===== config.mk =====
export PLATFORM = sky130hd
export DESIGN_NAME = vid_frame_gate_ctrl
export DESIGN_NICKNAME = d
export VERILOG_FILES = /design/src/rtl/zynq_if_pkg.sv /design/src/rtl/vid_geom_check.sv /design/src/rtl/vid_frame_gate_ctrl.sv
export SDC_FILE = /design/constraint.sdc
export NUM_CORES = 1
export LEC_CHECK = 0
export ABC_AREA = 1
export CAP_MARGIN = 5
export CORE_MARGIN = 8
export CORE_UTILIZATION = 55
export CTS_BUF_LIST = sky130_fd_sc_hd__clkbuf_8 sky130_fd_sc_hd__clkbuf_16
export CTS_CLUSTER_SIZE = 25
export DETAILED_ROUTE_END_ITERATION = 7
export DONT_BUFFER_PORTS = 1
export PLACE_DENSITY = 0.72
export SYNTH_ARGS = -nofsm -noshare
export SYNTH_HDL_FRONTEND = slang
export SYNTH_SLANG_ARGS = --single-unit

===== constraint.sdc =====
create_clock -name PixelClk -period 1.6 [get_ports PixelClk]
set_input_delay 0.32 -clock PixelClk [delete_from_list [all_inputs] [get_ports PixelClk]]
set_output_delay 0.32 -clock PixelClk [all_outputs]
set_load 0.02 [all_outputs]

===== src/rtl/zynq_if_pkg.sv =====
// Shared types and field positions for the VDMA frame gate.
// Contents:
//   gate_state_t     sequencer state, encoding is visible in status_word[2:0]
//   CMD_*            bit positions inside the PS command word
//   STAT_*           field positions inside status_word
//   sat_inc12        12-bit saturating increment used by the geometry counters
package zynq_if_pkg;

  typedef enum logic [2:0] {
    ST_IDLE       = 3'd0,
    ST_ARMED_RUN  = 3'd1,
    ST_RUN        = 3'd2,
    ST_ARMED_SNAP = 3'd3,
    ST_SNAP       = 3'd4
  } gate_state_t;

  localparam int CMD_START = 0;
  localparam int CMD_SNAP  = 1;
  localparam int CMD_STOP  = 2;
  localparam int CMD_CLR   = 31;
  localparam int CMD_N_MSB = 15;
  localparam int CMD_N_LSB = 8;

  localparam int STAT_STATE_MSB = 2;
  localparam int STAT_STATE_LSB = 0;
  localparam int STAT_GATE      = 3;
  localparam int STAT_WERR      = 4;
  localparam int STAT_HERR      = 5;
  localparam int STAT_TMO       = 6;
  localparam int STAT_SNAP_MSB  = 15;
  localparam int STAT_SNAP_LSB  = 8;
  localparam int STAT_CNT_MSB   = 31;
  localparam int STAT_CNT_LSB   = 16;

  function automatic logic [11:0] sat_inc12(input logic [11:0] v);
    return (v == 12'hFFF) ? v : v + 12'd1;
  endfunction

endpackage


===== src/rtl/vid_geom_check.sv =====
// Frame geometry checker for the incoming video stream.
// Detects frame start (vsync rising edge) and VDE falling edges, measures
// each active-line length and the number of active lines per frame, and
// raises sticky width/height errors.
// Ports:
//   clk, rst_n     pixel clock, async active-low reset
//   clr            one-cycle clear of counters, errors and the first-SOF flag
//   vsync, vde     input timing
//   sof            combinational frame-start pulse (same cycle as the edge)
//   width_err      sticky: a line length differed from CAM_IMAGE_WIDTH
//   height_err     sticky: a frame line count differed from CAM_IMAGE_HEIGHT
module vid_geom_check #(
  parameter int CAM_IMAGE_WIDTH  = 640,
  parameter int CAM_IMAGE_HEIGHT = 480
) (
  input  logic clk,
  input  logic rst_n,
  input  logic clr,
  input  logic vsync,
  input  logic vde,
  output logic sof,
  output logic width_err,
  output logic height_err
);
  import zynq_if_pkg::*;

  logic        r_vs_d, r_vde_d;
  logic [11:0] r_pix, r_lines;
  logic        r_seen, r_werr, r_herr;
  logic        w_fall;

  assign sof        = vsync & ~r_vs_d;
  assign w_fall     = r_vde_d & ~vde;
  assign width_err  = r_werr;
  assign height_err = r_herr;

  // Nothing is judged until one frame start has been seen: the stream
  // before it is a partial frame after reset or clear.
  always_ff @(posedge clk or negedge rst_n) begin
    if (!rst_n) begin
      r_vs_d  <= 1'b0;
      r_vde_d <= 1'b0;
      r_pix   <= '0;
      r_lines <= '0;
      r_seen  <= 1'b0;
      r_werr  <= 1'b0;
      r_herr  <= 1'b0;
    end else begin
      r_vs_d  <= vsync;
      r_vde_d <= vde;
      if (clr) begin
        r_pix   <= '0;
        r_lines <= '0;
        r_seen  <= 1'b0;
        r_werr  <= 1'b0;
        r_herr  <= 1'b0;
      end else begin
        if (vde)
          r_pix <= r_vde_d ? sat_inc12(r_pix) : 12'd1;
        if (sof) begin
          r_seen  <= 1'b1;
          r_lines <= w_fall ? 12'd1 : 12'd0;
          if (r_seen && (r_lines != 12'(CAM_IMAGE_HEIGHT)))
            r_herr <= 1'b1;
        end else if (w_fall) begin
          r_lines <= sat_inc12(r_lines);
        end
        if (w_fall && r_seen && (r_pix != 12'(CAM_IMAGE_WIDTH)))
          r_werr <= 1'b1;
      end
    end
  end

endmodule


===== src/rtl/vid_frame_gate_ctrl.sv =====
// Frame-accurate gate and sequencer between the VDMA video output and the
// PL video sink. The PS issues start / stop / N-frame snapshot commands;
// the gate only changes on frame starts so the sink never sees torn frames.
// Optional watchdog: define VID_FRAME_GATE_TIMEOUT_EN to close the gate and
// return to IDLE when no frame start arrives for TIMEOUT_CYCLES while active.
// Ports:
//   PixelClk, vid_rstn         clock, async active-low reset
//   cmd_wr, cmd_word           command strobe and word
//                              [0]start [1]snap [2]stop [15:8]N [31]clear
//   vid_in_*                   input video (hsync, vsync, VDE, 24-bit data)
//   vid_out_*                  registered video, VDE/data gated
//   status_word                [2:0]state [3]gate [4]werr [5]herr [6]timeout
//                              [15:8]snap_left [31:16]frame_cnt
//   frame_done                 pulse for each completed gated frame
module vid_frame_gate_ctrl #(
  parameter int CAM_IMAGE_WIDTH  = 640,
  parameter int CAM_IMAGE_HEIGHT = 480,
  parameter int TIMEOUT_CYCLES   = 4000000
) (
  input  logic        PixelClk,
  input  logic        vid_rstn,
  input  logic        cmd_wr,
  input  logic [31:0] cmd_word,
  input  logic        vid_in_hsync,
  input  logic        vid_in_vsync,
  input  logic        vid_in_VDE,
  input  logic [23:0] vid_in_data,
  output logic        vid_out_hsync,
  output logic        vid_out_vsync,
  output logic        vid_out_VDE,
  output logic [23:0] vid_out_data,
  output logic [31:0] status_word,
  output logic        frame_done
);
  import zynq_if_pkg::*;

  gate_state_t r_state;
  logic        r_gate, r_stop_pend, r_frame_done;
  logic [7:0]  r_snap_left;
  logic [15:0] r_frame_cnt;
  logic        r_hs, r_vs, r_vde;
  logic [23:0] r_data;

  logic        w_sof, w_werr, w_herr;
  logic        w_stop, w_snap, w_start, w_clr;
  logic [7:0]  w_n;
  logic        w_open, w_close, w_count, w_gate_nxt;
  logic        w_tmo, w_tmo_flag;
  logic        w_unused_cmd;

  // Priority stop > snap > start inside one word.
  assign w_stop  = cmd_wr & cmd_word[CMD_STOP];
  assign w_snap  = cmd_wr & cmd_word[CMD_SNAP] & ~w_stop;
  assign w_start = cmd_wr & cmd_word[CMD_START] & ~w_stop & ~cmd_word[CMD_SNAP];
  assign w_clr   = cmd_wr & cmd_word[CMD_CLR];
  assign w_n     = cmd_word[CMD_N_MSB:CMD_N_LSB];
  assign w_unused_cmd = ^{cmd_word[30:16], cmd_word[7:3]};

  vid_geom_check #(
    .CAM_IMAGE_WIDTH (CAM_IMAGE_WIDTH),
    .CAM_IMAGE_HEIGHT(CAM_IMAGE_HEIGHT)
  ) u_geom (
    .clk       (PixelClk),
    .rst_n     (vid_rstn),
    .clr       (w_clr),
    .vsync     (vid_in_vsync),
    .vde       (vid_in_VDE),
    .sof       (w_sof),
    .width_err (w_werr),
    .height_err(w_herr)
  );

  // Gate events are resolved in the SOF cycle itself so the pixel register
  // sees the new gate on the same edge. A stop arriving together with SOF
  // is evaluated first: in ARMED it cancels, in RUN/SNAP it closes now.
  always_comb begin
    w_open  = w_sof & ~w_stop &
              ((r_state == ST_ARMED_RUN) | (r_state == ST_ARMED_SNAP));
    w_close = w_sof & r_gate &
              (((r_state == ST_RUN)  & (r_stop_pend | w_stop)) |
               ((r_state == ST_SNAP) & ((r_snap_left == 8'd1) | r_stop_pend | w_stop)));
    // Every SOF seen with the gate already open completes one frame.
    w_count = w_sof & r_gate & ~w_tmo;
    w_gate_nxt = r_gate;
    if (w_open)  w_gate_nxt = 1'b1;
    if (w_close) w_gate_nxt = 1'b0;
    if (w_tmo)   w_gate_nxt = 1'b0;
  end

`ifdef VID_FRAME_GATE_TIMEOUT_EN
  logic [31:0] r_wdog;
  logic        r_tmo;

  assign w_tmo      = (r_state != ST_IDLE) & ~w_sof &
                      (r_wdog == 32'(TIMEOUT_CYCLES - 1));
  assign w_tmo_flag = r_tmo;

  always_ff @(posedge PixelClk or negedge vid_rstn) begin
    if (!vid_rstn) begin
      r_wdog <= '0;
      r_tmo  <= 1'b0;
    end else begin
      if ((r_state == ST_IDLE) || w_sof) r_wdog <= '0;
      else                               r_wdog <= r_wdog + 32'd1;
      if (w_clr)      r_tmo <= 1'b0;
      else if (w_tmo) r_tmo <= 1'b1;
    end
  end
`else
  logic [31:0] w_unused_tmo;
  assign w_unused_tmo = 32'(TIMEOUT_CYCLES);
  assign w_tmo      = 1'b0;
  assign w_tmo_flag = 1'b0;
`endif

  always_ff @(posedge PixelClk or negedge vid_rstn) begin
    if (!vid_rstn) begin
      r_state      <= ST_IDLE;
      r_gate       <= 1'b0;
      r_stop_pend  <= 1'b0;
      r_snap_left  <= '0;
      r_frame_cnt  <= '0;
      r_frame_done <= 1'b0;
    end else begin
      r_gate       <= w_gate_nxt;
      r_frame_done <= w_count;
      if (w_clr)        r_frame_cnt <= '0;
      else if (w_count) r_frame_cnt <= r_frame_cnt + 16'd1;

      case (r_state)
        ST_IDLE: begin
          r_stop_pend <= 1'b0;
          if (w_snap) begin
            r_state     <= ST_ARMED_SNAP;
            r_snap_left <= (w_n == 8'd0) ? 8'd1 : w_n;
          end else if (w_start) begin
            r_state <= ST_ARMED_RUN;
          end
        end
        ST_ARMED_RUN: begin
          if (w_stop)     r_state <= ST_IDLE;
          else if (w_sof) r_state <= ST_RUN;
        end
        ST_ARMED_SNAP: begin
          if (w_stop) begin
            r_state     <= ST_IDLE;
            r_snap_left <= '0;
          end else if (w_sof) begin
            r_state <= ST_SNAP;
          end
        end
        ST_RUN: begin
          if (w_close) begin
            r_state     <= ST_IDLE;
            r_stop_pend <= 1'b0;
          end else if (w_stop) begin
            r_stop_pend <= 1'b1;
          end
        end
        ST_SNAP: begin
          if (w_close) begin
            r_state     <= ST_IDLE;
            r_snap_left <= '0;
            r_stop_pend <= 1'b0;
          end else begin
            if (w_sof)  r_snap_left <= r_snap_left - 8'd1;
            if (w_stop) r_stop_pend <= 1'b1;
          end
        end
        default: r_state <= ST_IDLE;
      endcase

      if (w_tmo) begin
        r_state     <= ST_IDLE;
        r_snap_left <= '0;
        r_stop_pend <= 1'b0;
      end
    end
  end

  // One-cycle video path; syncs are never gated.
  always_ff @(posedge PixelClk or negedge vid_rstn) begin
    if (!vid_rstn) begin
      r_hs   <= 1'b0;
      r_vs   <= 1'b0;
      r_vde  <= 1'b0;
      r_data <= '0;
    end else begin
      r_hs   <= vid_in_hsync;
      r_vs   <= vid_in_vsync;
      r_vde  <= vid_in_VDE & w_gate_nxt;
      r_data <= w_gate_nxt ? vid_in_data : 24'h0;
    end
  end

  assign vid_out_hsync = r_hs;
  assign vid_out_vsync = r_vs;
  assign vid_out_VDE   = r_vde;
  assign vid_out_data  = r_data;
  assign frame_done    = r_frame_done;

  always_comb begin
    status_word = '0;
    status_word[STAT_STATE_MSB:STAT_STATE_LSB] = r_state;
    status_word[STAT_GATE]                     = r_gate;
    status_word[STAT_WERR]                     = w_werr;
    status_word[STAT_HERR]                     = w_herr;
    status_word[STAT_TMO]                      = w_tmo_flag;
    status_word[STAT_SNAP_MSB:STAT_SNAP_LSB]   = r_snap_left;
    status_word[STAT_CNT_MSB:STAT_CNT_LSB]     = r_frame_cnt;
  end

endmodule


==> results of run 1 <==
[kinds of logic after synthesis]
group / after synthesis / share of synthesized area (%)
AO/OA/AOI/OAI: 66 / 8.11
XOR/XNOR: 7 / 1.32
adder cells (fa/ha/maj): 7 / 1.89
buffers and inverters: 112 / 10.3
flip-flops: 85 / 45.9
other: 1 / 0.0810
AND/OR/NAND/NOR: 324 / 32.4
[routing by layer]
layer | up-vias | part of all wire [%]
met5 | - | 0
met3 | 16 | 6.3
met1 | 1882 | 41
li1 | 1994 | -
met4 | 0 | 1.7
met2 | 128 | 51
[cell usage after synthesis]
| cell | count | area [µm²] |
|---|---|---|
| a211oi_1 | 2 | 15.0 |
| a21boi_1 | 1 | 7.51 |
| a21oi_1 | 30 | 150 |
| a31oi_1 | 2 | 12.5 |
| and3_1 | 1 | 6.26 |
| buf_4 | 5 | 37.5 |
| buf_6 | 4 | 45.0 |
| clkbuf_1 | 3 | 11.3 |
| clkinv_4 | 1 | 8.76 |
| conb_1 | 1 | 3.75 |
| dfrtp_1 | 85 | 2130 |
| ha_1 | 7 | 87.6 |
| inv_1 | 96 | 360 |
| inv_2 | 2 | 7.51 |
| inv_4 | 1 | 6.26 |
| nand2_1 | 108 | 405 |
| nand2_2 | 7 | 43.8 |
| nand2_4 | 7 | 78.8 |
| nand3_1 | 45 | 225 |
| nand3_2 | 1 | 10.0 |
| nand3_4 | 1 | 17.5 |
| nand3b_1 | 1 | 7.51 |
| nand4_1 | 12 | 75.1 |
| nand4_2 | 1 | 12.5 |
| nor2_1 | 112 | 420 |
| nor2_2 | 4 | 25.0 |
| nor2_4 | 6 | 67.6 |
| nor3_1 | 13 | 65.1 |
| nor3_2 | 1 | 10.0 |
| nor3b_1 | 3 | 22.5 |
| o211ai_1 | 1 | 7.51 |
| o21ai_0 | 17 | 85.1 |
| o21ai_1 | 6 | 30.0 |
| o21ai_2 | 5 | 43.8 |
| o21ai_4 | 1 | 16.3 |
| o21bai_1 | 1 | 7.51 |
| or2_1 | 1 | 6.26 |
| xnor2_1 | 1 | 8.76 |
| xor2_1 | 6 | 52.6 |
[repair_timing]
| action | 4_1_cts | 5_1_grt |
|---|---|---|
| hold endpoints to repair | 88 | 85 |
| pin swaps | 0 | 13 |
| setup endpoints to repair | 2 | 58 |
| resized for setup | 3 | 30 |
| setup buffers | 0 | 10 |
| gates cloned | 0 | 2 |
[stage by stage]
stage / utilization, % / std cells / area (µm²) / TNS (ps)
global placement: 60.4 / 731 / 4930 / 0
global route: 66.2 / 762 / 5420 / -426
finish: 66.2 / 762 / 5420 / 0
floorplan: - / 603 / 4630 / 0
CTS: 63.3 / 750 / 5180 / 0
detailed placement: 60.4 / 731 / 4930 / -4.01
[area by class of cell]
type                       count  area (µm²)
clock buffer                  10         138
clock inverter                 6        71.3
fill                         668        2760
inverter                     100         388
multi-input combinational    407        2150
sequential                    85        2130
tap                          105         131
timing repair buffer          49         400
[flip-flops by register name, indices dropped and copies added, names as in the netlist, 3 cells and up]
signal / flops
r_frame_cnt: 16
r_snap_left: 8
r_state: 3
u_geom.r_lines: 12
u_geom.r_pix: 12
vid_out_data: 24
[worst min path at each step]
stage / start / cells after the start / slack [ps] / endpoint
final: vid_rstn / 0 / -370 / r_snap_left[6]$_DFFE_PN0P_
after global routing: vid_rstn / 0 / -380 / r_snap_left[6]$_DFFE_PN0P_
after CTS: vid_rstn / 0 / -380 / r_snap_left[4]$_DFFE_PN0P_
after detailed placement: vid_rstn / 0 / 30 / r_snap_left[4]$_DFFE_PN0P_
after global placement: vid_rstn / 0 / 30 / r_snap_left[4]$_DFFE_PN0P_
after floorplan: vid_rstn / 0 / 20 / frame_done$_DFF_PN0_
[where the power goes]
part	internal, mW	switching, mW	total (mW)
logic	0.824	1.34	2.17
registers	2.50	0.465	2.97
clock network	0.775	0.830	1.60
total	4.10	2.64	6.74
[critical path, delay by kind of cell (launching register included)]
kind,cells,cell delay (ps)
and+or+nand+nor,6,740
DFF,1,440
adders and majority gates,1,190
AOI/OAI and AO/OA,1,70
==> metrics.md, run 1 <==
| Metric | Value |
|---|---|
| DPL Wire Length | `7970 µm` |
| Row count | `33` |
| Synthesized flop and latch total | `85` |
| Vias after detailed routing | `4020` |
| Cell Area, Synth | `0.00463 mm²` |
| Clock latency reported for the late side of the worst-skew pair | `370 ps` |
| Final Net Count | `721` |
| CP arrival | `1790 ps` |
| Setup slack of the most critical reg-to-reg path | `60 ps` |
| Met1 GRT Util | `23.5%` |
| Global-route wire length before repair | `18000 µm` |
| Clock Sinks | `85` |
| Power per unit of standard cell area | `1240 mW/mm²` |
| H-Tree Level Count | `3` |
| Number of detailed-route iterations in the first pass | `4` |
| Max rail drop VDD | `0.701 mV` |
| Worst-case setup slack after placement | `-4.01 ps` |
| PnR Total Power | `6.74 mW` |
| Busiest grt layer | `met2` |
| Critical Path Sink Type | `register` |
| Share of layout cells above drive strength 1 | `18.6%` |
| Cts bufs inserted | `9` |
| Critical path cell sequence | `ha_4 -> nand3_4 -> nor2_4 -> nand3_4 -> nand2_4 -> nand2_8 -> nand3_1 -> o21ai_1` |
| Vias in the first global route | `3767` |
| Met3 Use GR | `4.37%` |
| Die extent in y | `108 µm` |
| Number of antenna violations at the first check in global routing | `0` |
| Shortest period the worst path allows | `1540 ps` |
| Mean post-synth cell area | `7.69 µm²` |
| GRT Util Overall | `19.2%` |
| Worst-case clock buffer depth | `2` |
| Leak | `2.65 nW` |
| Critical path destination | `u_geom.r_lines[6]$_DFFE_PN0P_` |
| Hold slack final | `-369 ps` |
| Cell variety after synth | `39` |
| Average via count per standard cell | `5.28` |
| Remaining routing DRC violations | `0` |
| Gate count after technology mapping | `602` |
| Peak clock frequency supported by timing | `0.648 GHz` |
| Data required time at the worst endpoint | `1840 ps` |
| Commonest non-fill, non-tap cell in the layout | `nor2_1` |
| Root Driver | `clkbuf_8` |
| Portion of the post-synthesis area used by sequential elements | `45.9%` |
| Origin of the critical flop-to-flop path | `u_geom.r_lines[1]$_DFFE_PN0P_` |
| Final Hold Viols | `85` |
| Horizontal extent of the die | `108 µm` |
| RD Place Congestion | `0.916` |
| Tcrit/Tclk final | `96.4%` |
| Count of pins on the block boundary | `122` |
| Layout overhead on the synthesized area | `16.9%` |
| Slowest cell on crit path | `dfrtp_1` |
| CTS tree | `done` |
| Final setup skew | `18.1 ps` |
| Commonest cells after routing, fill and taps aside | `109 x nor2_1, 101 x nand2_1, 96 x inv_1, 80 x dfrtp_1, 44 x buf_4` |
| Number of buffers inserted by port buffering | `0` |
| Cell mode on critical path | `nand3_4` |
| Final Max Tran Viols | `0` |
| Final setup violation count | `0` |
| Beginning of the critical path | `u_geom.r_lines[1]$_DFFE_PN0P_` |
| Unrepaired setup endpoints after global routing | `true` |
| Maximum Capacitance Violations | `0` |
| Routed len/inst | `14.9 µm` |
| Fraction of met2 tracks used by global routing | `32.0%` |
| WS Path Type | `reg -> reg` |
| Worst R2R Path Depth | `8` |
| Overall routed net length | `11400 µm` |
| Synth warn | `0` |
| Number of buffers added to fix hold violations after cts | `3` |
| Antenna Nets Post-Route | `0` |
| Startpoint kind of the worst setup timing path | `register` |
| Detailed Route Iter0 Violations | `205` |
| Classification of the worst-slack hold path | `in -> async` |
| GRT overflow | `0` |
| Area inside the core boundary | `0.00818 mm²` |
| Maximum number of pins on one net before global-route repair | `86` |
| Result of the run | `finished with violations` |
| Area of the die | `0.0116 mm²` |
| Destination of the worst register-to-register timing path | `u_geom.r_lines[6]$_DFFE_PN0P_` |
| Number of antenna diodes | `0` |
| PnR worst setup slack | `57.1 ps` |
| Reg clk slew, reported paths | `100 ps` |
| Failing checks | `negative hold slack` |
| Max stage delay on crit path | `440 ps` |
| Effective utilization at floorplan | `56.6%` |
| Largest fanout on the critical path | `9` |
(Power assumes the default switching activity.)
==> run 2, diff against run 1 <==
Settings changed: ABC_AREA 1 to unset.
==> metrics.md, run 2 <==
| Metric | Value |
|---|---|
| Result of the run | `finished with violations` |
| Failing checks | `negative hold slack, negative setup slack` |
| Worst-case clock buffer depth | `2 (unchanged)` |
| DPL Wire Length | `7580 µm (-4.8%)` |
| Cell variety after synth | `61 (+56%)` |
| Antenna Nets Post-Route | `0 (unchanged)` |
| Final Max Tran Viols | `0 (unchanged)` |
| Leak | `2.49 nW (-5.8%)` |
| Max rail drop VDD | `0.965 mV (+38%)` |
| Most frequent cell after synthesis | `dfrtp_1` |
| Shortest period the worst path allows | `2020 ps (+478 ps)` |
| Count of pins on the block boundary | `122 (unchanged)` |
| Unrepaired setup endpoints after global routing | `true` |
| Top cell type by total area after synthesis | `dfrtp_1` |
| WS Path Type | `reg -> reg` |
| Cell Area, Synth | `0.00413 mm² (-11%)` |
| Routed len/inst | `19.3 µm (+30%)` |
| Power per unit of standard cell area | `1110 mW/mm² (-11%)` |
| PnR worst setup slack | `-420 ps (-478 ps)` |
| Average via count per standard cell | `5.92 (+12%)` |
| Horizontal extent of the die | `103 µm (-4.8%)` |
| Critical Path Sink Type | `register` |
| Mux cell area share after synthesis | `1.12% (+1.1 points)` |
| Root Driver | `clkbuf_8` |
| Post-Route Setup TNS | `-14220 ps (-14220 ps)` |
| Cells taking the most area after synthesis | `dfrtp_1 52%, nor2b_1 4.2%, xor2_1 3.8%, nor2_1 3.7%, nand2_1 2.9%` |
| Reg clk slew, reported paths | `90 ps (about the same)` |
| GRT overflow | `0 (unchanged)` |
| Hold slack final | `-354 ps (+14.4 ps)` |
| Layout overhead on the synthesized area | `32.1%` |
| Peak clock frequency supported by timing | `0.495 GHz (-24%)` |
| Number of buffers added to fix hold violations after cts | `3 (unchanged)` |
| Number of buffers inserted by port buffering | `0 (unchanged)` |
| Number of antenna violations at the first check in global routing | `0 (unchanged)` |
| Number of antenna diodes | `0 (unchanged)` |
| Clock latency reported for the late side of the worst-skew pair | `360 ps (about the same)` |
| Largest family of logic cells by synthesized area | `simple AND/OR/NAND/NOR gates` |
| Origin of the critical flop-to-flop path | `r_snap_left[6]$_DFFE_PN0P_` |
| Largest fanout on the critical path | `7 (-2)` |
| Vias after detailed routing | `3552 (-12%)` |
| Top cell types by occurrence after synthesis | `85 x dfrtp_1, 41 x nor2_1, 32 x nand2_1` |
| Final Hold Viols | `85 (unchanged)` |
| H-Tree Level Count | `3 (unchanged)` |
| Number of instances in the placed design | `560 (-23%)` |
| Count of flip-flops with a built-in enable after synthesis | `0 (unchanged)` |
| Area inside the core boundary | `0.00725 mm² (-11%)` |
| Detailed Route Iter0 Violations | `142 (-31%)` |
| Maximum Capacitance Violations | `0 (unchanged)` |
| Remaining routing DRC violations | `0 (unchanged)` |
| Row count | `31 (-6.1%)` |
| Vias in the first global route | `3597 (-4.5%)` |
| Startpoint kind of the worst setup timing path | `register` |
| Classification of the worst-slack hold path | `in -> async` |
| Commonest cells after routing, fill and taps aside | `79 x dfrtp_1, 72 x buf_4, 39 x nor2_1, 28 x nor2b_1, 26 x nand2_1` |
| Commonest non-fill, non-tap cell in the layout | `dfrtp_1` |
| Yosys top cell area share | `51.6% (+5.6 points)` |
| Flip-flop count of the largest register after layout | `24 (unchanged)` |
| Area of the die | `0.0105 mm² (-9.3%)` |
| Overall routed net length | `11600 µm (+2.0%)` |
| RD Place Congestion | `0.844 (-7.9%)` |
| Destination of the worst register-to-register timing path | `vid_out_data[20]$_DFF_PN0_` |
| Slowest cell on crit path | `or4_4` |
| Combined buffer and inverter count along the critical path | `0 (unchanged)` |
| Effective utilization at floorplan | `56.9% (+0.23 points)` |
| Setup slack of the most critical reg-to-reg path | `-420 ps (-480 ps)` |
| Simple-Gate Fraction of Synth Area | `23.6% (-8.7 points)` |
| Category of cells accounting for the largest share of critical-path delay | `simple AND/OR/NAND/NOR gates` |
| Worst R2R Path Depth | `5 (-3)` |
| Number of standard cells in the final layout excluding fillers | `600 (-21%)` |
| CTS tree | `done` |
| Area share of fa/ha/maj cells after synthesis | `2.37% (+0.47 points)` |
| Fraction of the mapped netlist area in compound gates | `12.6% (+4.5 points)` |
| GRT Util Overall | `22.1% (+2.9 points)` |
| Most used flip-flop cell after synthesis | `dfrtp_1` |
| Post-synthesis share of cell area spent on xor and xnor gates | `5.10% (+3.8 points)` |
| Gate count after technology mapping | `410 (-32%)` |
| Critical path cell sequence | `or4_4 -> or3_4 -> a21oi_4 -> mux2_4 -> nor2b_1` |
| Mean post-synth cell area | `10.1 µm² (+31%)` |
| Clock Sinks | `85 (unchanged)` |
| Portion of the post-synthesis area used by sequential elements | `51.6% (+5.6 points)` |
| Final setup skew | `7.30 ps (-10.8 ps)` |
| Final Net Count | `565 (-22%)` |
| Synth warn | `0 (unchanged)` |
| Cts bufs inserted | `9 (unchanged)` |
| Die extent in y | `103 µm (-4.8%)` |
| Share of layout cells above drive strength 1 | `32.5% (+14 points)` |
| Number of detailed-route iterations in the first pass | `5 (+1)` |
| Final setup violation count | `42 (+42)` |
| Post-synthesis async set-or-reset flop share | `100% (unchanged)` |
| Max stage delay on crit path | `560 ps (+120 ps)` |
| CP arrival | `2270 ps (+480 ps)` |
| Tcrit/Tclk final | `126% (+30 points)` |
| Data required time at the worst endpoint | `1850 ps (about the same)` |
| Global-route wire length before repair | `18100 µm (+0.42%)` |
| Synthesized flop and latch total | `85 (unchanged)` |
| Maximum number of pins on one net before global-route repair | `86 (unchanged)` |
[run 2: changes by cell type after synthesis, moves of 9 or more]
cell / change
nand3_1: -30
nor2_1: -71
nand2_1: -76
a21oi_1: -14
xor2_1: +12
nor2b_1: +28
o21ai_0: -9
inv_1: -83
[run 2: per-stage QoR]
stage	util, %	hold slack, ps	setup WS, ps	total power, mW	instance area [µm²]
floorplan	-	24.4	-414	3.43	4220
finish	75.1	-354	-420	6.06	5450
CTS	72.7	-361	-386	5.95	5280
global route	75.1	-374	-474	6.31	5450
detailed placement	65.4	26.9	-463	4.00	4740
global placement	65.4	27.5	-429	3.96	4740
[run 2: routing by layer]
layer / wire length, µm / global-route usage, %
met5: 0 / 0
met2: 6190 / 38.7
met3: 682 / 4.59
met1: 4420 / 25.9
met4: 303 / 8.92
[run 2: how the worst max path moves through the flow]
| stage | from | to | slack, ps | cells after the start |
|---|---|---|---|---|
| floorplan | r_snap_left[1]$_DFFE_PN0P_ | r_state[1]$_DFFE_PN0P_ | -410 | 6 |
| global placement | r_snap_left[1]$_DFFE_PN0P_ | vid_out_data[15]$_DFF_PN0_ | -430 | 7 |
| detailed placement | r_snap_left[1]$_DFFE_PN0P_ | vid_out_data[7]$_DFF_PN0_ | -460 | 7 |
| CTS | r_snap_left[6]$_DFFE_PN0P_ | r_state[1]$_DFFE_PN0P_ | -390 | 4 |
| global route | r_snap_left[6]$_DFFE_PN0P_ | vid_out_data[20]$_DFF_PN0_ | -470 | 5 |
| finish | r_snap_left[6]$_DFFE_PN0P_ | vid_out_data[20]$_DFF_PN0_ | -420 | 5 |
[run 2: worst reg2reg max path, delay by kind of cell, from the launching register on]
| kind | cells | cell delay (ps) |
|---|---|---|
| compound gates | 1 | 220 |
| flops | 1 | 410 |
| mux | 1 | 250 |
| simple gates | 3 | 1040 |
[run 2: logic make-up after synthesis]
| logic type | Yosys count |
|---|---|
| buffers and inverters | 32 |
| xor gates and xnor gates | 24 |
| AOI/OAI and AO/OA | 73 |
| muxes | 4 |
| DFF | 85 |
| other | 1 |
| and+or+nand+nor | 183 |
| adders and majority gates | 8 |
[run 2: timing repair]
action,CTS,global route
cloned,4,1
setup buffers,10,7
endpoints found under the setup margin,45,67
pin swaps,20,27
hold endpoints to repair,88,85
gates resized for setup,39,33
[run 2: where the power goes]
part	internal, mW	switching [mW]
registers	2.31	0.121
clock network	0.746	0.843
logic	0.975	1.06
total	4.03	2.03
[run 2: layout make-up]
type                    instances  area, µm²
fillers                       504       1800
clock inverters                 7       81.3
multi-input cells             298       2210
flip-flops and latches         85       2130
repair buffers                 89        728
inverters                      13       48.8
clock buffers                   9        124
well taps                      99        124
